## config.mk

```make
export PLATFORM = sky130hd
export DESIGN_NAME = ula_serial_flag_gen_flat
export DESIGN_NICKNAME = d
export VERILOG_FILES = /design/src/rtl/ula_pkg.sv /design/src/rtl/ula_serial_flag_gen_if.sv /design/src/rtl/ula_full_subtractor.sv /design/src/rtl/ula_serial_flag_gen.sv /design/src/flat_wrapper.sv
export SDC_FILE = /design/constraint.sdc
export NUM_CORES = 1
export LEC_CHECK = 0
export BUFFER_PORTS_ARGS = -buffer_cell sky130_fd_sc_hd__buf_4
export CAP_MARGIN = 25
export CORE_MARGIN = 5
export CORE_UTILIZATION = 45
export CTS_CLUSTER_SIZE = 14
export DETAILED_ROUTE_END_ITERATION = 10
export PLACE_DENSITY = 0.76
export SYNTH_ARGS = -nofsm -noshare
export SYNTH_HDL_FRONTEND = slang
export SYNTH_SLANG_ARGS = --single-unit
```

## constraint.sdc

```tcl
create_clock -name clk -period 1.94 [get_ports clk]
set_input_delay 0.097 -clock clk [delete_from_list [all_inputs] [get_ports clk]]
set_output_delay 0.097 -clock clk [all_outputs]
set_load 0.01 [all_outputs]
```

## src/rtl/ula_pkg.sv

```systemverilog
// Shared types and widths for the ULA serial flag generator and its neighbours.
package ula_pkg;

  localparam int ULA_IN_W  = 8;
  localparam int ULA_OUT_W = 16;

  typedef enum logic [1:0] {
    IDLE  = 2'd0,
    SHIFT = 2'd1,
    DONE  = 2'd2
  } ula_serial_state_t;

endpackage

```

## src/rtl/ula_serial_flag_gen_if.sv

```systemverilog
// Operand/flag handshake bundle for ula_serial_flag_gen.
// Optional macro ULA_SERIAL_DIFF_OUT_EN adds the sign/zero-extended difference.
interface ula_serial_flag_gen_if #(
  parameter int WIDTH = ula_pkg::ULA_IN_W
);

  logic [WIDTH-1:0] a;
  logic [WIDTH-1:0] b;
  logic             in_valid;
  logic             in_ready;
  logic             out_valid;
  logic             out_ready;
  logic             zero_flag;
  logic             sign_flag;
  logic             carry_flag;
  logic             overflow_flag;
`ifdef ULA_SERIAL_DIFF_OUT_EN
  logic [ula_pkg::ULA_OUT_W-1:0] diff;
`endif

  modport master (
    output a, b, in_valid, out_ready,
    input  in_ready, out_valid, zero_flag, sign_flag, carry_flag, overflow_flag
`ifdef ULA_SERIAL_DIFF_OUT_EN
    , input diff
`endif
  );

  modport slave (
    input  a, b, in_valid, out_ready,
    output in_ready, out_valid, zero_flag, sign_flag, carry_flag, overflow_flag
`ifdef ULA_SERIAL_DIFF_OUT_EN
    , output diff
`endif
  );

endinterface

```

## src/rtl/ula_full_subtractor.sv

```systemverilog
// One-bit full subtractor: d = a - b - bin, bout = borrow out.
module ula_full_subtractor (
  input  logic a,
  input  logic b,
  input  logic bin,
  output logic d,
  output logic bout
);

  assign d    = a ^ b ^ bin;
  assign bout = (~a & b) | (~(a ^ b) & bin);

endmodule

```

## src/rtl/ula_serial_flag_gen.sv

```systemverilog
// Bit-serial A-B stage feeding the ULA comparator: one difference bit per
// clock, LSB first, then zero/sign/carry/overflow flags behind valid/ready.
// Optional macro ULA_SERIAL_DIFF_OUT_EN also registers the extended difference.
module ula_serial_flag_gen
  import ula_pkg::*;
#(
  parameter int WIDTH  = ULA_IN_W,  // operand width, >= 2
  parameter bit SIGNED = 1'b1       // 1: two's-complement compare, 0: unsigned
) (
  input  logic                  clk,
  input  logic                  rst_n,
  ula_serial_flag_gen_if.slave  bus
);

  localparam int CNT_W = $clog2(WIDTH);

  ula_serial_state_t r_state;
  ula_serial_state_t w_state_next;

  logic [WIDTH-1:0] r_a_sh;
  logic [WIDTH-1:0] r_b_sh;
  logic [CNT_W-1:0] r_count;
  logic             r_borrow;
  logic             r_nz_acc;
  logic             r_a_msb;
  logic             r_b_msb;
  logic             r_zero_flag;
  logic             r_sign_flag;
  logic             r_carry_flag;
  logic             r_overflow_flag;

  logic w_d;
  logic w_bout;
  logic w_last_bit;
  logic w_overflow;
  logic w_sign;
  logic w_in_ready;
  logic w_out_valid;

  // Single subtractor cell walks the operands from LSB to MSB.
  ula_full_subtractor u_fs (
    .a    (r_a_sh[0]),
    .b    (r_b_sh[0]),
    .bin  (r_borrow),
    .d    (w_d),
    .bout (w_bout)
  );

  assign w_last_bit = (r_count == CNT_W'(WIDTH - 1));

  // Flag values as they will be if this is the MSB cycle.
  always_comb begin
    w_overflow = (r_a_msb ^ r_b_msb) & (r_a_msb ^ w_d);
    w_sign     = SIGNED ? (w_d ^ w_overflow) : w_bout;
  end

  // State register.
  always_ff @(posedge clk) begin
    // NOTE: sequential state uses non-blocking assignments so every register
    // samples pre-edge values regardless of statement order.
    if (!rst_n) r_state <= IDLE;
    else        r_state <= w_state_next;
  end

  // Next-state decode and handshake outputs.
  always_comb begin
    // NOTE: all outputs get defaults before the case so no path leaves one
    // unassigned, which would otherwise infer a latch.
    w_state_next = r_state;
    w_in_ready   = 1'b0;
    w_out_valid  = 1'b0;
    unique case (r_state)
      IDLE: begin
        w_in_ready = 1'b1;
        if (bus.in_valid) w_state_next = SHIFT;
      end
      SHIFT: begin
        if (w_last_bit) w_state_next = DONE;
      end
      DONE: begin
        w_out_valid = 1'b1;
        if (bus.out_ready) w_state_next = IDLE;
      end
      default: w_state_next = IDLE;
    endcase
  end

`ifdef ULA_SERIAL_DIFF_OUT_EN
  logic [WIDTH-1:0]     w_diff_full;
  logic [ULA_OUT_W-1:0] w_diff_ext;
  logic [ULA_OUT_W-1:0] r_diff;

  // The vacated MSBs of a_sh collect difference bits, so on the MSB cycle
  // the complete difference is the current bit on top of a_sh[WIDTH-1:1].
  always_comb begin
    w_diff_full = {w_d, r_a_sh[WIDTH-1:1]};
    w_diff_ext  = SIGNED ? ULA_OUT_W'($signed(w_diff_full)) : ULA_OUT_W'(w_diff_full);
  end

  // Difference output register, updated together with the flags.
  always_ff @(posedge clk) begin
    if (!rst_n)                                r_diff <= '0;
    else if ((r_state == SHIFT) && w_last_bit) r_diff <= w_diff_ext;
  end

  assign bus.diff = r_diff;
`endif

  // Shift datapath and flag capture.
  always_ff @(posedge clk) begin
    if (!rst_n) begin
      r_a_sh          <= '0;
      r_b_sh          <= '0;
      r_count         <= '0;
      r_borrow        <= 1'b0;
      r_nz_acc        <= 1'b0;
      r_a_msb         <= 1'b0;
      r_b_msb         <= 1'b0;
      r_zero_flag     <= 1'b0;
      r_sign_flag     <= 1'b0;
      r_carry_flag    <= 1'b0;
      r_overflow_flag <= 1'b0;
    end else if ((r_state == IDLE) && bus.in_valid) begin
      r_a_sh   <= bus.a;
      r_b_sh   <= bus.b;
      r_count  <= '0;
      r_borrow <= 1'b0;
      r_nz_acc <= 1'b0;
      r_a_msb  <= bus.a[WIDTH-1];
      r_b_msb  <= bus.b[WIDTH-1];
    end else if (r_state == SHIFT) begin
      r_a_sh   <= {w_d, r_a_sh[WIDTH-1:1]};
      r_b_sh   <= {1'b0, r_b_sh[WIDTH-1:1]};
      r_borrow <= w_bout;
      r_nz_acc <= r_nz_acc | w_d;
      r_count  <= r_count + 1'b1;
      if (w_last_bit) begin
        r_zero_flag     <= ~(r_nz_acc | w_d);
        r_carry_flag    <= w_bout;
        r_overflow_flag <= w_overflow;
        r_sign_flag     <= w_sign;
      end
    end
  end

  assign bus.in_ready      = w_in_ready;
  assign bus.out_valid     = w_out_valid;
  assign bus.zero_flag     = r_zero_flag;
  assign bus.sign_flag     = r_sign_flag;
  assign bus.carry_flag    = r_carry_flag;
  assign bus.overflow_flag = r_overflow_flag;

endmodule

```

## src/flat_wrapper.sv

```systemverilog
// flat-port wrapper written by rule: the top's interface ports become plain ports
module ula_serial_flag_gen_flat import ula_pkg::*;
#(
  parameter int WIDTH  = ULA_IN_W,                        
  parameter bit SIGNED = 1'b1                                                  
)
  (clk, rst_n, bus_a, bus_b, bus_in_valid, bus_out_ready, bus_in_ready, bus_out_valid, bus_zero_flag, bus_sign_flag, bus_carry_flag, bus_overflow_flag);
  ula_serial_flag_gen_if #(.WIDTH(WIDTH)) bus_i ();
  input  logic clk;
  input  logic rst_n;
  input wire logic [$bits(bus_i.a)-1:0] bus_a;
  input wire logic [$bits(bus_i.b)-1:0] bus_b;
  input wire logic [$bits(bus_i.in_valid)-1:0] bus_in_valid;
  input wire logic [$bits(bus_i.out_ready)-1:0] bus_out_ready;
  output wire logic [$bits(bus_i.in_ready)-1:0] bus_in_ready;
  output wire logic [$bits(bus_i.out_valid)-1:0] bus_out_valid;
  output wire logic [$bits(bus_i.zero_flag)-1:0] bus_zero_flag;
  output wire logic [$bits(bus_i.sign_flag)-1:0] bus_sign_flag;
  output wire logic [$bits(bus_i.carry_flag)-1:0] bus_carry_flag;
  output wire logic [$bits(bus_i.overflow_flag)-1:0] bus_overflow_flag;
  assign bus_i.a = bus_a;
  assign bus_i.b = bus_b;
  assign bus_i.in_valid = bus_in_valid;
  assign bus_i.out_ready = bus_out_ready;
  assign bus_in_ready = bus_i.in_ready;
  assign bus_out_valid = bus_i.out_valid;
  assign bus_zero_flag = bus_i.zero_flag;
  assign bus_sign_flag = bus_i.sign_flag;
  assign bus_carry_flag = bus_i.carry_flag;
  assign bus_overflow_flag = bus_i.overflow_flag;
  ula_serial_flag_gen #(.WIDTH(WIDTH), .SIGNED(SIGNED)) u_core (.clk(clk), .rst_n(rst_n), .bus(bus_i));
endmodule
```

### Yosys cells after proc, flatten, opt, wreduce, memory -nomap -nowiden

Index checks and enable logic that the tools add are counted.

| word-level totals | value |
|---|---|
| word-level logic and storage cells | 50 |
| bits in registers | 29 |

| operators by class | value |
|---|---|
| reductions and logical operators | 6 |
| add/subtract/negate cells | 1 |
| muxes and demuxes | 10 |
| equal/unequal tests | 6 |
| bitwise gates (word level) | 15 |

Operator list:

| kind | number |
|---|---|
| two-way mux 8 bit | 4 |
| two-way mux 2 bit | 3 |
| one-hot mux 2 bit (3 select lines) | 1 |
| AND reduction 3 bit | 2 |
| NOT 1 bit | 5 |
| XOR 1 bit | 5 |
| != test 2 bit, second input constant | 2 |
| adder 3 x 1 -> 3 bit, second input constant | 1 |
| AND 1 bit | 3 |
| == test 3 bit, second input constant | 1 |
| == test 2 x 1 -> 1 bit, second input constant | 1 |
| == test 2 bit, second input constant | 1 |
| zero test 2 bit | 1 |
| two-way mux 1 bit | 2 |
| != test 2 x 1 -> 1 bit, second input constant | 1 |
| OR 1 bit | 2 |
| nonzero test 2 bit | 1 |
| OR reduction 2 bit | 1 |
| logical AND 1 bit | 1 |

### Longest topological paths before layout

Gate-level depths: netlist of run 1.

| depth | value |
|---|---|
| depth in word-level cells | 5 |
| depth in mapped cells | 6 |
| depth with buffers taken out | 5 |

### Cells and area by module

Synthesis of run 1 repeated with hierarchy kept, for this count alone.

| unflattened totals | value |
|---|---|
| cell total of the unflattened synthesis | 154 |
| area, all modules | 1271.2 µm² |

By module, submodules not included:

| module | instances | area an instance (µm²) | seq. area each (µm²) | cells an instance |
|---|---|---|---|---|
| ula_serial_flag_gen | 1 | 1239.9 | 580.6 | 150 |
| ula_full_subtractor | 1 | 31.3 | 0.0 | 4 |

### Worst setup path after synthesis of run 1

OpenSTA, ideal clock, no wires.

| timing path | value |
|---|---|
| path type | register to register |
| start | register u_core.r_b_sh[0] |
| end | register u_core.r_zero_flag, in the netlist u_core.bus.zero_flag |
| data arrival time | 1.352 ns |
| setup time | 0.070 ns |
| slack | 0.518 ns |
| stages on the path, launching flop included | 5 |
| period minus slack after synthesis | 1.422 ns |
| path buffers | 0 |
| cells stage by stage | dfxtp_1 inv_1 fa_1 or3_1 a21oi_1 |

| between the ends | value |
|---|---|
| cells in the longest elaborated chain, start to end | 4 |

RTL lines:

| what | RTL line | RTL |
|---|---|---|
| start, declared | ula_serial_flag_gen.sv:21 | `logic [WIDTH-1:0] r_b_sh;` |
| start signal, assigned | ula_serial_flag_gen.sv:125 | `r_b_sh <= bus.b;` |
| start signal, assigned | ula_serial_flag_gen.sv:133 | `r_b_sh <= {1'b0, r_b_sh[WIDTH-1:1]};` |
| XOR 1 bit (2 in series) | ula_full_subtractor.sv:10 | `assign d = a ^ b ^ bin;` |
| OR 1 bit | ula_serial_flag_gen.sv:138 | `r_zero_flag <= ~(r_nz_acc \| w_d);` |
| NOT 1 bit | ula_serial_flag_gen.sv:138 |  |
| end signal, assigned | ula_serial_flag_gen.sv:138 |  |
| end, declared | ula_serial_flag_gen.sv:27 | `logic r_zero_flag;` |

No other way between the ends.
A chain may end at the register's enable or synchronous reset.

### Worst setup path after layout of run 1

| timing path | value |
|---|---|
| start | register u_core.r_state[0] |
| end | register u_core.r_borrow |

| between the ends | value |
|---|---|
| cells in the longest elaborated chain, start to end | 3 |

RTL lines:

| what | RTL line | RTL |
|---|---|---|
| start, declared | ula_serial_flag_gen.sv:17 | `ula_serial_state_t r_state;` |
| start signal, assigned | ula_serial_flag_gen.sv:62 | `else r_state <= w_state_next;` |
| zero test 2 bit | ula_serial_flag_gen.sv:123 | `end else if ((r_state == IDLE) && bus.in_valid) begin` |
| logical AND 1 bit | ula_serial_flag_gen.sv:123 |  |
| OR reduction 2 bit (no source line) | - |  |
| end signal, assigned | ula_serial_flag_gen.sv:134 | `r_borrow <= w_bout;` |
| end, declared | ula_serial_flag_gen.sv:23 | `logic r_borrow;` |

Several ways; a longest one is shown, not always the timed one.

==> impl_metrics.csv, run 1 <==
group,metric,value,unit
run_status,status,"finished clean",
sta,worst_pin_slew,0.527,ns
sta,period_minus_slack,1.62,ns
setup_path,crit_slowest_cell,"dfxtp_1",
sta,final_hold_viol_count,0,
clock_tree,cts_tree,"yes",
clock_tree,clock_path_buffers,2,
setup_path,critPathLaunchType,"register",
sta,layout_setup_ws,0.316,ns
setup_path,crit_buf_inv,0,
clock_tree,cts-root-buf,"clkbuf_4",
power_and_ir_drop,p_leak,0.000613,uW
route,vias_per_cell,5.48,
yosys,yosys_warnings,0,
setup_path,slowest_delay,0.53,ns
yosys,ys_seq_elements,29,
clock_tree,cts_htree_levels,2,
die,die-area,4020,sq um
die,initial_core_util,46.6,%
yosys,yosys_most_used_dff,"dfxtp_1",
final_layout,num_antenna_cells,0,
final_layout,fin_area,1530,sq um
global_routing,grt_usage,15.1,%
final_layout,utilization,55.5,%
route,drc,0,
setup_path,end_kind,"register",
final_layout,final_common_cell,"a21oi_1",
yosys,ys_types,31,
yosys,synth-edff-count,0,
final_layout,nets,205,
sta,setup_violations,0,
global_routing,grt_max_degree,20,
global_routing,grt_pass1_wl,4880,um
die,coreArea,2760,sq um
setup_path,cp_top_family,"simple AND/OR/NAND/NOR gates",
sta,fin_crit_sh,83.7,%
placed_design,dpl.hpwl,1970,um
sta,skew,0.00593,ns
route,drt_iter0_markers,36,
clock_tree,path_clk_slew,0.08,ns
power_and_ir_drop,power_density,794,nW/um^2
job,drv_cap,0,
final_layout,layout_common_cells,"a21oi_1, buf_4, dfxtp_1",
route,firstDrtPassIters,4,
route,ant_nets,0,
clock_tree,clock_latency,0.32,ns
yosys,synthCells,158,
placed_design,pre_cts_slack,0.341,ns
die,ios,26,
placed_design,dpl-instance-area,1480,sq um
global_routing,grt_pass1_vias,1112,
clock_tree,hold_buffers,0,
setup_path,arrival,1.86,ns
yosys,ys_seq_area_share,45.2,%
clock_tree,clkSinkCount,29,
setup_path,critPathRequiredTime,2.17,ns
route,wirelength,2780,um
die,die_height,63.4,um
setup_path,crit_fanout,16,
clock_tree,cts_resized,0,
placed_design,port_buffers,25,
sta,tns,0,ns
final_layout,drive_above_1_share,22.0,%
yosys,ys_async_sr_fraction,0,%
global_routing,antenna_found_initial,0,
sta,maxSlewHeadroom,64.9,%
die,fp-row-count,19,
yosys,netlist_area,1280,sq um
route,vias,1168,
yosys,syn_nets,181,
setup_path,crit_type,"register to register",
final_layout,area_growth,19.2,%
power_and_ir_drop,ir_worst_vdd,0.645,mV
hold_path,min_path_type,"input pin to register",
route,wire_per_inst,13.0,um
clock_tree,cts-buffers-inserted,5,
yosys,avgSynthCellArea,8.13,sq um
sta,max_freq,616,MHz
die,fp.dieW,63.4,um
placed_design,gp_congestion,0.899,
sta,rsz0062_at_grt,"no",
setup_path,path_cells,"or3b_1 -> nand2_1 -> a211oi_1",
clock_tree,cts_setup_buffers,0,
global_routing,overflow,0,
sta,maxSlewViolCount,0,
stage by stage:
step | hold slack, ns | std cells | total power, uW
detailed placement | 0.370 | 206 | 864
global placement | 0.360 | 206 | 857
finish | 0.0345 | 213 | 1220
global route | 0.0356 | 213 | 1290
CTS | 0.0207 | 213 | 1230
floorplan | 0.233 | 158 | 802
Yosys cell counts (all sizes together) (2+ instances only):
cell    number  area share (%)
a21oi       33              13
dfxtp       29              45
nand2       24             7.0
o21ai       18             7.3
buf          9             4.1
nor2         8             2.3
inv          6             1.8
a31oi        3             1.5
clkbuf       3            0.97
nand3b       3             1.8
nor2b        3             1.5
or3b         3             2.0
a211oi       2             1.2
ha           2             1.9
nand2b       2            0.97
o221ai       2             1.4
final cells by class:
class / instances / area (sq um)
Fill cell: 261 / 1230
Timing Repair Buffer: 29 / 218
Sequential cell: 29 / 581
Tap cell: 31 / 38.8
Multi-Input combinational cell: 111 / 617
Clock buffer: 7 / 55.1
Inverter: 6 / 22.5
state kept, by name (all words and copies together), names as in the netlist:
register / flops
u_core.r_a_sh: 8
u_core.r_state: 2
u_core.bus.zero_flag: 1
u_core.r_count: 3
u_core.bus.carry_flag: 1
u_core.r_b_sh: 8
u_core.bus.overflow_flag: 1
u_core.r_a_msb: 1
u_core.r_b_msb: 1
u_core.r_borrow: 1
u_core.r_nz_acc: 1
u_core.bus.sign_flag: 1
final timing paths:
path	to	slack (ns)	from	depth (start not counted)
hold reg to reg	u_core.r_b_sh[6]	0.45	u_core.r_b_sh[7]	2
hold / removal	u_core.r_b_sh[5]	0.03	bus_b[5]	3
setup / recovery	u_core.r_borrow	0.32	u_core.r_state[0]	3
setup reg to reg	u_core.r_borrow	0.32	u_core.r_state[0]	3
kinds of logic after synthesis:
group | count (synthesis) | share of synthesized area [%]
adder cells (fa/ha/maj) | 3 | 3.51
AO/OA/AOI/OAI | 60 | 25.7
AND/OR/NAND/NOR | 47 | 18.1
buffers and inverters | 18 | 6.82
flip-flops | 29 | 45.2
XOR/XNOR | 1 | 0.682
routing by layer:
metal  GRT usage, %  up-vias  wire length [um]
met5              0        -                 0
met4           6.23        0                61
met3           5.51        7               188
met2           24.6       29              1300
met1           17.7      542              1230
li1               -      590                 -
report_power, final:
| group | switching, uW | internal, uW |
|---|---|---|
| Combinational | 100 | 89.1 |
| Sequential | 27.3 | 634 |
| Clock | 195 | 171 |
worst register-to-register path, stage by stage, from the launching register on:
cell	delay, ns
dfxtp_1	0.53
or3b_1	0.52
nand2_1	0.23
a211oi_1	0.26
Power figures use the tool's default switching activity.
==> run 2: changes to the inputs <==
- ABC_AREA: unset -> 1
- PLACE_DENSITY: 0.76 -> 0.78
- clock period: 1.94 -> 1.3 ns (I/O delays scaled with it)
==> run 2 against run 1 <==
The run now ends with negative setup slack left. Wire length up 12%. Critical path depth up 2. Die area up 8.7%. Combinational power up 86%. Maximum frequency up 16%. Synthesized cell count up 25%. Non-clock buffer count up 15. Hold slack worse by 0.027 ns. Global-route usage up 0.78 points. Sequential share of layout area down 6.1 points. Critical endpoint is now u_core.bus.sign_flag. Largest power group unchanged.
==> impl_metrics.csv, run 2 <==
group,metric,value,unit
die,die_height,66.1,um
placed_design,gp_congestion,0.807,
sta,skew,0.00959,ns
setup_path,crit_type,"register to register",
yosys,ys_async_sr_fraction,0,%
run_status,status,"complete, but fails checks",
power_and_ir_drop,p_leak,0.000868,uW
yosys,yosys_most_used_dff,"dfxtp_1",
setup_path,crit_fanout,4,
yosys,synth-edff-count,0,
route,wirelength,3120,um
final_layout,layout_common_cells,"nand2_1, buf_4, dfxtp_1",
setup_path,setup.worst_path.end,"u_core.bus.sign_flag",
sta,maxSlewViolCount,0,
yosys,synth_top_area_cell,"dfxtp_1",
yosys,synthTopCellsByArea,"dfxtp_1, nand2_1, a21oi_1",
run_status,violations,"negative setup slack",
setup_path,end_kind,"register",
sta,layout_setup_ws,-0.0958,ns
setup_path,r2r_end,"u_core.bus.sign_flag",
die,die-area,4370,sq um
placed_design,port_buffers,25,
die,ios,26,
final_layout,drive_above_1_share,28.5,%
global_routing,antenna_found_initial,0,
sta,rsz0062_at_grt,"yes",
sta,period_minus_slack,1.40,ns
yosys,yosysMostFrequentCell,"nand2_1",
sta,fin_crit_sh,107,%
sta,hold_ws,0.00785,ns
yosys,syn_nets,221,
job,drv_cap,0,
yosys,synthCells,198,
setup_path,rr_worst_depth,5,
setup_path,crit_slowest_cell,"fa_2",
sta,worst_pin_slew,0.258,ns
yosys,ys_types,24,
clock_tree,path_clk_slew,0.10,ns
global_routing,grt_pass1_vias,1276,
final_layout,fin_cells,286,
die,coreArea,3030,sq um
die,initial_core_util,46.8,%
final_layout,fin_area,1840,sq um
power_and_ir_drop,power_density,1010,nW/um^2
setup_path,arrival,1.66,ns
final_layout,nFillCells,287,
sta,final_hold_viol_count,0,
clock_tree,clock_path_buffers,2,
setup_path,critPathLaunchType,"register",
clock_tree,cts_htree_levels,2,
clock_tree,clock_latency,0.34,ns
placed_design,place_inst,275,
route,drc,0,
sta,maxSlewHeadroom,82.8,%
placed_design,pre_cts_slack,-0.0739,ns
yosys,netlist_area,1420,sq um
placed_design,dpl.hpwl,2240,um
route,wire_per_inst,10.9,um
yosys,netlist.area_leader.share,41.0,%
sta,tns,-0.175,ns
clock_tree,cts-buffers-inserted,5,
setup_path,crit_path_start,"u_core.r_a_sh[0]",
sta,max_freq,716,MHz
yosys,ys_seq_area_share,41.0,%
yosys,yosys_warnings,0,
setup_path,critPathRequiredTime,1.56,ns
setup_path,rr_startpoint,"u_core.r_a_sh[0]",
route,vias_per_cell,4.74,
clock_tree,cts_tree,"yes",
clock_tree,cts-root-buf,"clkbuf_4",
setup_path,slowest_delay,0.61,ns
final_layout,nets,264,
setup_path,reg2reg_setup_slack,-0.1,ns
yosys,ys_seq_elements,29,
hold_path,min_path_type,"input pin to register",
route,firstDrtPassIters,4,
final_layout,num_antenna_cells,0,
final_layout,final_common_cell,"nand2_1",
route,ant_nets,0,
final_layout,area_growth,29.8,%
yosys,avgSynthCellArea,7.16,sq um
placed_design,dpl-instance-area,1720,sq um
power_and_ir_drop,ir_worst_vdd,0.623,mV
yosys,synth_common_cells,"nand2_1, dfxtp_1, a21oi_1, inv_1, nand3_1",
global_routing,grt_usage,15.9,%
global_routing,grt_max_degree,15,
global_routing,grt_pass1_wl,5330,um
sta,setup_violations,2,
die,fp-row-count,20,
route,vias,1356,
global_routing,overflow,0,
clock_tree,clkSinkCount,29,
final_layout,seq_area,586,sq um
route,drt_iter0_markers,61,
setup_path,path_cells,"fa_2 -> inv_1 -> o21ai_1 -> nand2_1 -> a21oi_1",
final_layout,multi_input_area,722,sq um
final_layout,reg_top3,"u_core.r_a_sh x8, u_core.r_b_sh x8, u_core.r_count x3",
die,fp.dieW,66.1,um
[run 2: cell types whose count changed after synthesis, moves of 3 or more]
| cell | delta |
|---|---|
| a21oi_1 | -16 |
| nand3_1 | +17 |
| nor2_4 | +3 |
| inv_1 | +11 |
| buf_2 | -3 |
| nand2_1 | +46 |
| o21ai_0 | -5 |
| nand3b_1 | +6 |
| nor2b_1 | -3 |
| a31oi_1 | -3 |
| o21ai_1 | -6 |
[run 2: worst min-delay path by stage]
stage	to	slack, ns	depth (start not counted)	startpoint
after floorplan	u_core.r_b_msb	0.22	2	bus_b[7]
after global placement	u_core.r_state[1]	0.32	4	bus_out_ready
after detailed placement	u_core.r_state[1]	0.33	4	bus_out_ready
after CTS	u_core.r_b_sh[7]	0.0004	3	bus_b[7]
after global routing	u_core.r_b_sh[0]	0.03	3	rst_n
final	u_core.r_b_sh[7]	0.008	3	bus_b[7]
[run 2: cells by family (layout without fill, tap and decap cells)]
kind of cell             Yosys count  in the layout  synth area share [%]
adder cells (fa/ha/maj)            3              3                  3.18
XOR/XNOR                           1              1                 0.618
buffers and inverters             28             72                  9.53
flip-flops                        29             29                  41.0
AND/OR/NAND/NOR                  111            111                  36.0
AO/OA/AOI/OAI                     26             26                  9.71
[run 2: cell type report]
class | instances | share of cell area (%)
sequential | 29 | 31.8
timing repair buffer | 44 | 18.9
clock buffer | 5 | 2.04
clock inverter | 3 | 0.952
inverter | 20 | 4.08
tap | 44 | 2.99
multi-input combinational | 141 | 39.2
[run 2: stage by stage]
| stage | utilization [%] | power, uW |
|---|---|---|
| floorplan | - | 1200 |
| global placement | 56.8 | 1310 |
| detailed placement | 56.8 | 1320 |
| CTS | 59.2 | 1850 |
| global route | 60.8 | 1970 |
| finish | 60.8 | 1860 |
[run 2: where the power goes]
group | total (uW) | internal [uW] | switching [uW]
clock network | 534 | 203 | 331
logic | 351 | 171 | 179
registers | 977 | 943 | 34.1
total | 1860 | 1320 | 544
[run 2: worst max-delay path, delay by kind of cell, from the launching register on]
kind / cells / cell delay, ns
adders and majority gates: 1 / 0.61
DFF: 1 / 0.34
AOI/OAI and AO/OA: 2 / 0.24
buffers and inverters: 1 / 0.06
and+or+nand+nor: 1 / 0.06
[run 2: timing repair]
| item | in CTS | in global routing |
|---|---|---|
| pin swaps | 4 | 5 |
| resized for setup | 3 | 12 |
| hold buffers | 1 | 0 |
| gates cloned | 0 | 0 |
| hold endpoints to repair | 1 | 0 |
| setup buffers | 0 | 2 |
| endpoints found under the setup margin | 5 | 6 |
[run 2: per-layer routing]
| layer | up-vias | GRT usage (%) | part of all wire, % |
|---|---|---|---|
| met5 | - | 0 | 0 |
| met4 | 0 | 6.09 | 1.2 |
| met3 | 6 | 5.27 | 5.7 |
| met2 | 27 | 24.9 | 47 |
| met1 | 610 | 20.0 | 46 |
| li1 | 713 | - | - |
==> run 3: changes to the inputs <==
- CORE_UTILIZATION: 45 -> 49
- PLACE_DENSITY: 0.78 -> 0.83
==> run 3 against run 2 <==
The run still ends with negative setup slack left. Sequential share of layout area rose by 1.2 points. Clock skew rose by 0.0045 ns. Power fell by 0.54%. Wire length rose by 2.5%. Via count rose by 0.22%. Hold slack improved by 0.0024 ns. Die area fell by 7.0%. Clock-buffer cell count did not move. Critical endpoint is now u_core.bus.overflow_flag. Clock power fell by 0.9%. Flip-flop and latch count did not move. Cell count fell by 7.0%.
==> impl_metrics.csv, run 3 (synthesized netlist as in run 2, its figures left out) <==
group,metric,value,unit
clock_tree,cts_htree_levels,2,
sta,maxSlewViolCount,0,
setup_path,arrival,1.64,ns
power_and_ir_drop,total_power,1850,uW
final_layout,reg_top3,"u_core.r_a_sh x8, u_core.r_b_sh x8, u_core.r_count x3",
sta,max_freq,732,MHz
clock_tree,clkSinkCount,29,
die,die-area,4070,sq um
placed_design,gp_congestion,0.823,
sta,rsz0062_at_grt,"yes",
sta,tns,-0.178,ns
global_routing,grt_usage,15.9,%
route,drc,0,
sta,skew,0.0140,ns
setup_path,crit_fanout,4,
hold_path,min_path_type,"input pin to register",
clock_tree,clock_path_buffers,2,
run_status,violations,"negative setup slack",
route,wire_per_inst,12.0,um
sta,maxSlewHeadroom,77.5,%
die,ios,26,
clock_tree,cts-buffers-inserted,5,
power_and_ir_drop,p_leak,0.000836,uW
final_layout,seq_area,592,sq um
route,ant_nets,0,
placed_design,dpl.hpwl,2220,um
clock_tree,path_clk_slew,0.10,ns
sta,hold_ws,0.0102,ns
global_routing,grt_pass1_vias,1149,
die,die_height,63.8,um
setup_path,crit_type,"register to register",
sta,period_minus_slack,1.37,ns
setup_path,end_kind,"register",
power_and_ir_drop,power_density,1030,nW/um^2
global_routing,grt_max_degree,15,
final_layout,final_common_cell,"nand2_1",
power_and_ir_drop,ir_worst_vdd,0.833,mV
placed_design,port_buffers,25,
final_layout,layout_common_cells,"nand2_1, buf_4, dfxtp_1",
global_routing,antenna_found_initial,0,
clock_tree,cts-root-buf,"clkbuf_4",
clock_tree,clock_latency,0.34,ns
final_layout,num_antenna_cells,0,
sta,final_hold_viol_count,0,
final_layout,fin_cells,266,
run_status,status,"complete, but fails checks",
sta,worst_pin_slew,0.336,ns
placed_design,place_inst,256,
setup_path,critPathLaunchType,"register",
die,coreArea,2760,sq um
sta,setup_violations,3,
final_layout,multi_input_area,728,sq um
global_routing,grt_pass1_wl,5150,um
route,drt_iter0_markers,43,
die,fp-row-count,19,
final_layout,nFillCells,231,
die,initial_core_util,51.4,%
die,fp.dieW,63.8,um
clock_tree,cts_tree,"yes",
global_routing,overflow,0,
route,wirelength,3190,um
sta,layout_setup_ws,-0.0654,ns
final_layout,nets,257,
final_layout,area_growth,26.4,%
route,vias_per_cell,5.11,
route,firstDrtPassIters,4,
final_layout,drive_above_1_share,28.5,%
job,drv_cap,0,
route,vias,1359,
sta,fin_crit_sh,105,%
placed_design,pre_cts_slack,-0.0900,ns
setup_path,critPathRequiredTime,1.58,ns
==> run 3: cell count changes in the layout (fill, tap and decap cells not counted), moves of 2 or more <==
cell,before,now
buf_6,4,2
inv_1,16,14
dfxtp_4,0,2
buf_4,39,33
==> run 3: power breakdown <==
| part | switching, uW | total, uW | leakage, uW | internal (uW) |
|---|---|---|---|---|
| Sequential | 36.4 | 977 | 0.000240 | 941 |
| Clock | 326 | 529 | 0.0000310 | 203 |
| Combinational | 184 | 345 | 0.000565 | 161 |
==> run 3: layout make-up <==
type                    count  share of cell area [%]
clock buffers               5                    2.09
clock inverters             3                   0.978
inverters                  20                    4.33
multi-input cells         141                    40.6
flip-flops and latches     29                    33.0
well taps                  31                    2.16
repair buffers             37                    16.8
==> run 3: worst paths after layout <==
kind / start / end / slack (ns) / cells after the start
min reg2reg: u_core.r_b_sh[6] / u_core.r_b_sh[6] / 0.46 / 2
max: u_core.r_b_sh[0] / u_core.bus.overflow_flag / -0.07 / 6
min: rst_n / u_core.r_b_sh[0] / 0.01 / 3
max reg2reg: u_core.r_b_sh[0] / u_core.bus.overflow_flag / -0.07 / 6
==> run 3: what timing repair did <==
action	4_1_cts	5_1_grt
setup buffers	0	1
endpoints found under the setup margin	6	8
hold buffers	1	0
endpoints found under the hold margin	1	0
pin swaps	3	3
resized for setup	8	13
==> run 3: critical path, cell delays in order, from the launching register on <==
cell and delay (ns):
dfxtp_2 0.35, inv_2 0.04, fa_2 0.58, nor2_2 0.05, nor2_2 0.11, nand2_1 0.07, a21oi_2 0.12
==> run 3: through the flow <==
step | util, % | area, sq um
5_1_grt | 65.0 | 1790
3_3_place_gp | 60.2 | 1660
2_1_floorplan | - | 1420
6_report | 65.0 | 1790
4_1_cts | 62.9 | 1740
3_5_place_dp | 60.2 | 1660
==> run 3: routing by layer <==
metal | vias up | part of all wire [%] | global-route usage [%]
met5 | - | 0 | 0
met4 | 0 | 2.3 | 8.31
met3 | 8 | 6.4 | 4.90
met2 | 40 | 48 | 23.4
met1 | 612 | 44 | 21.0
li1 | 699 | - | -
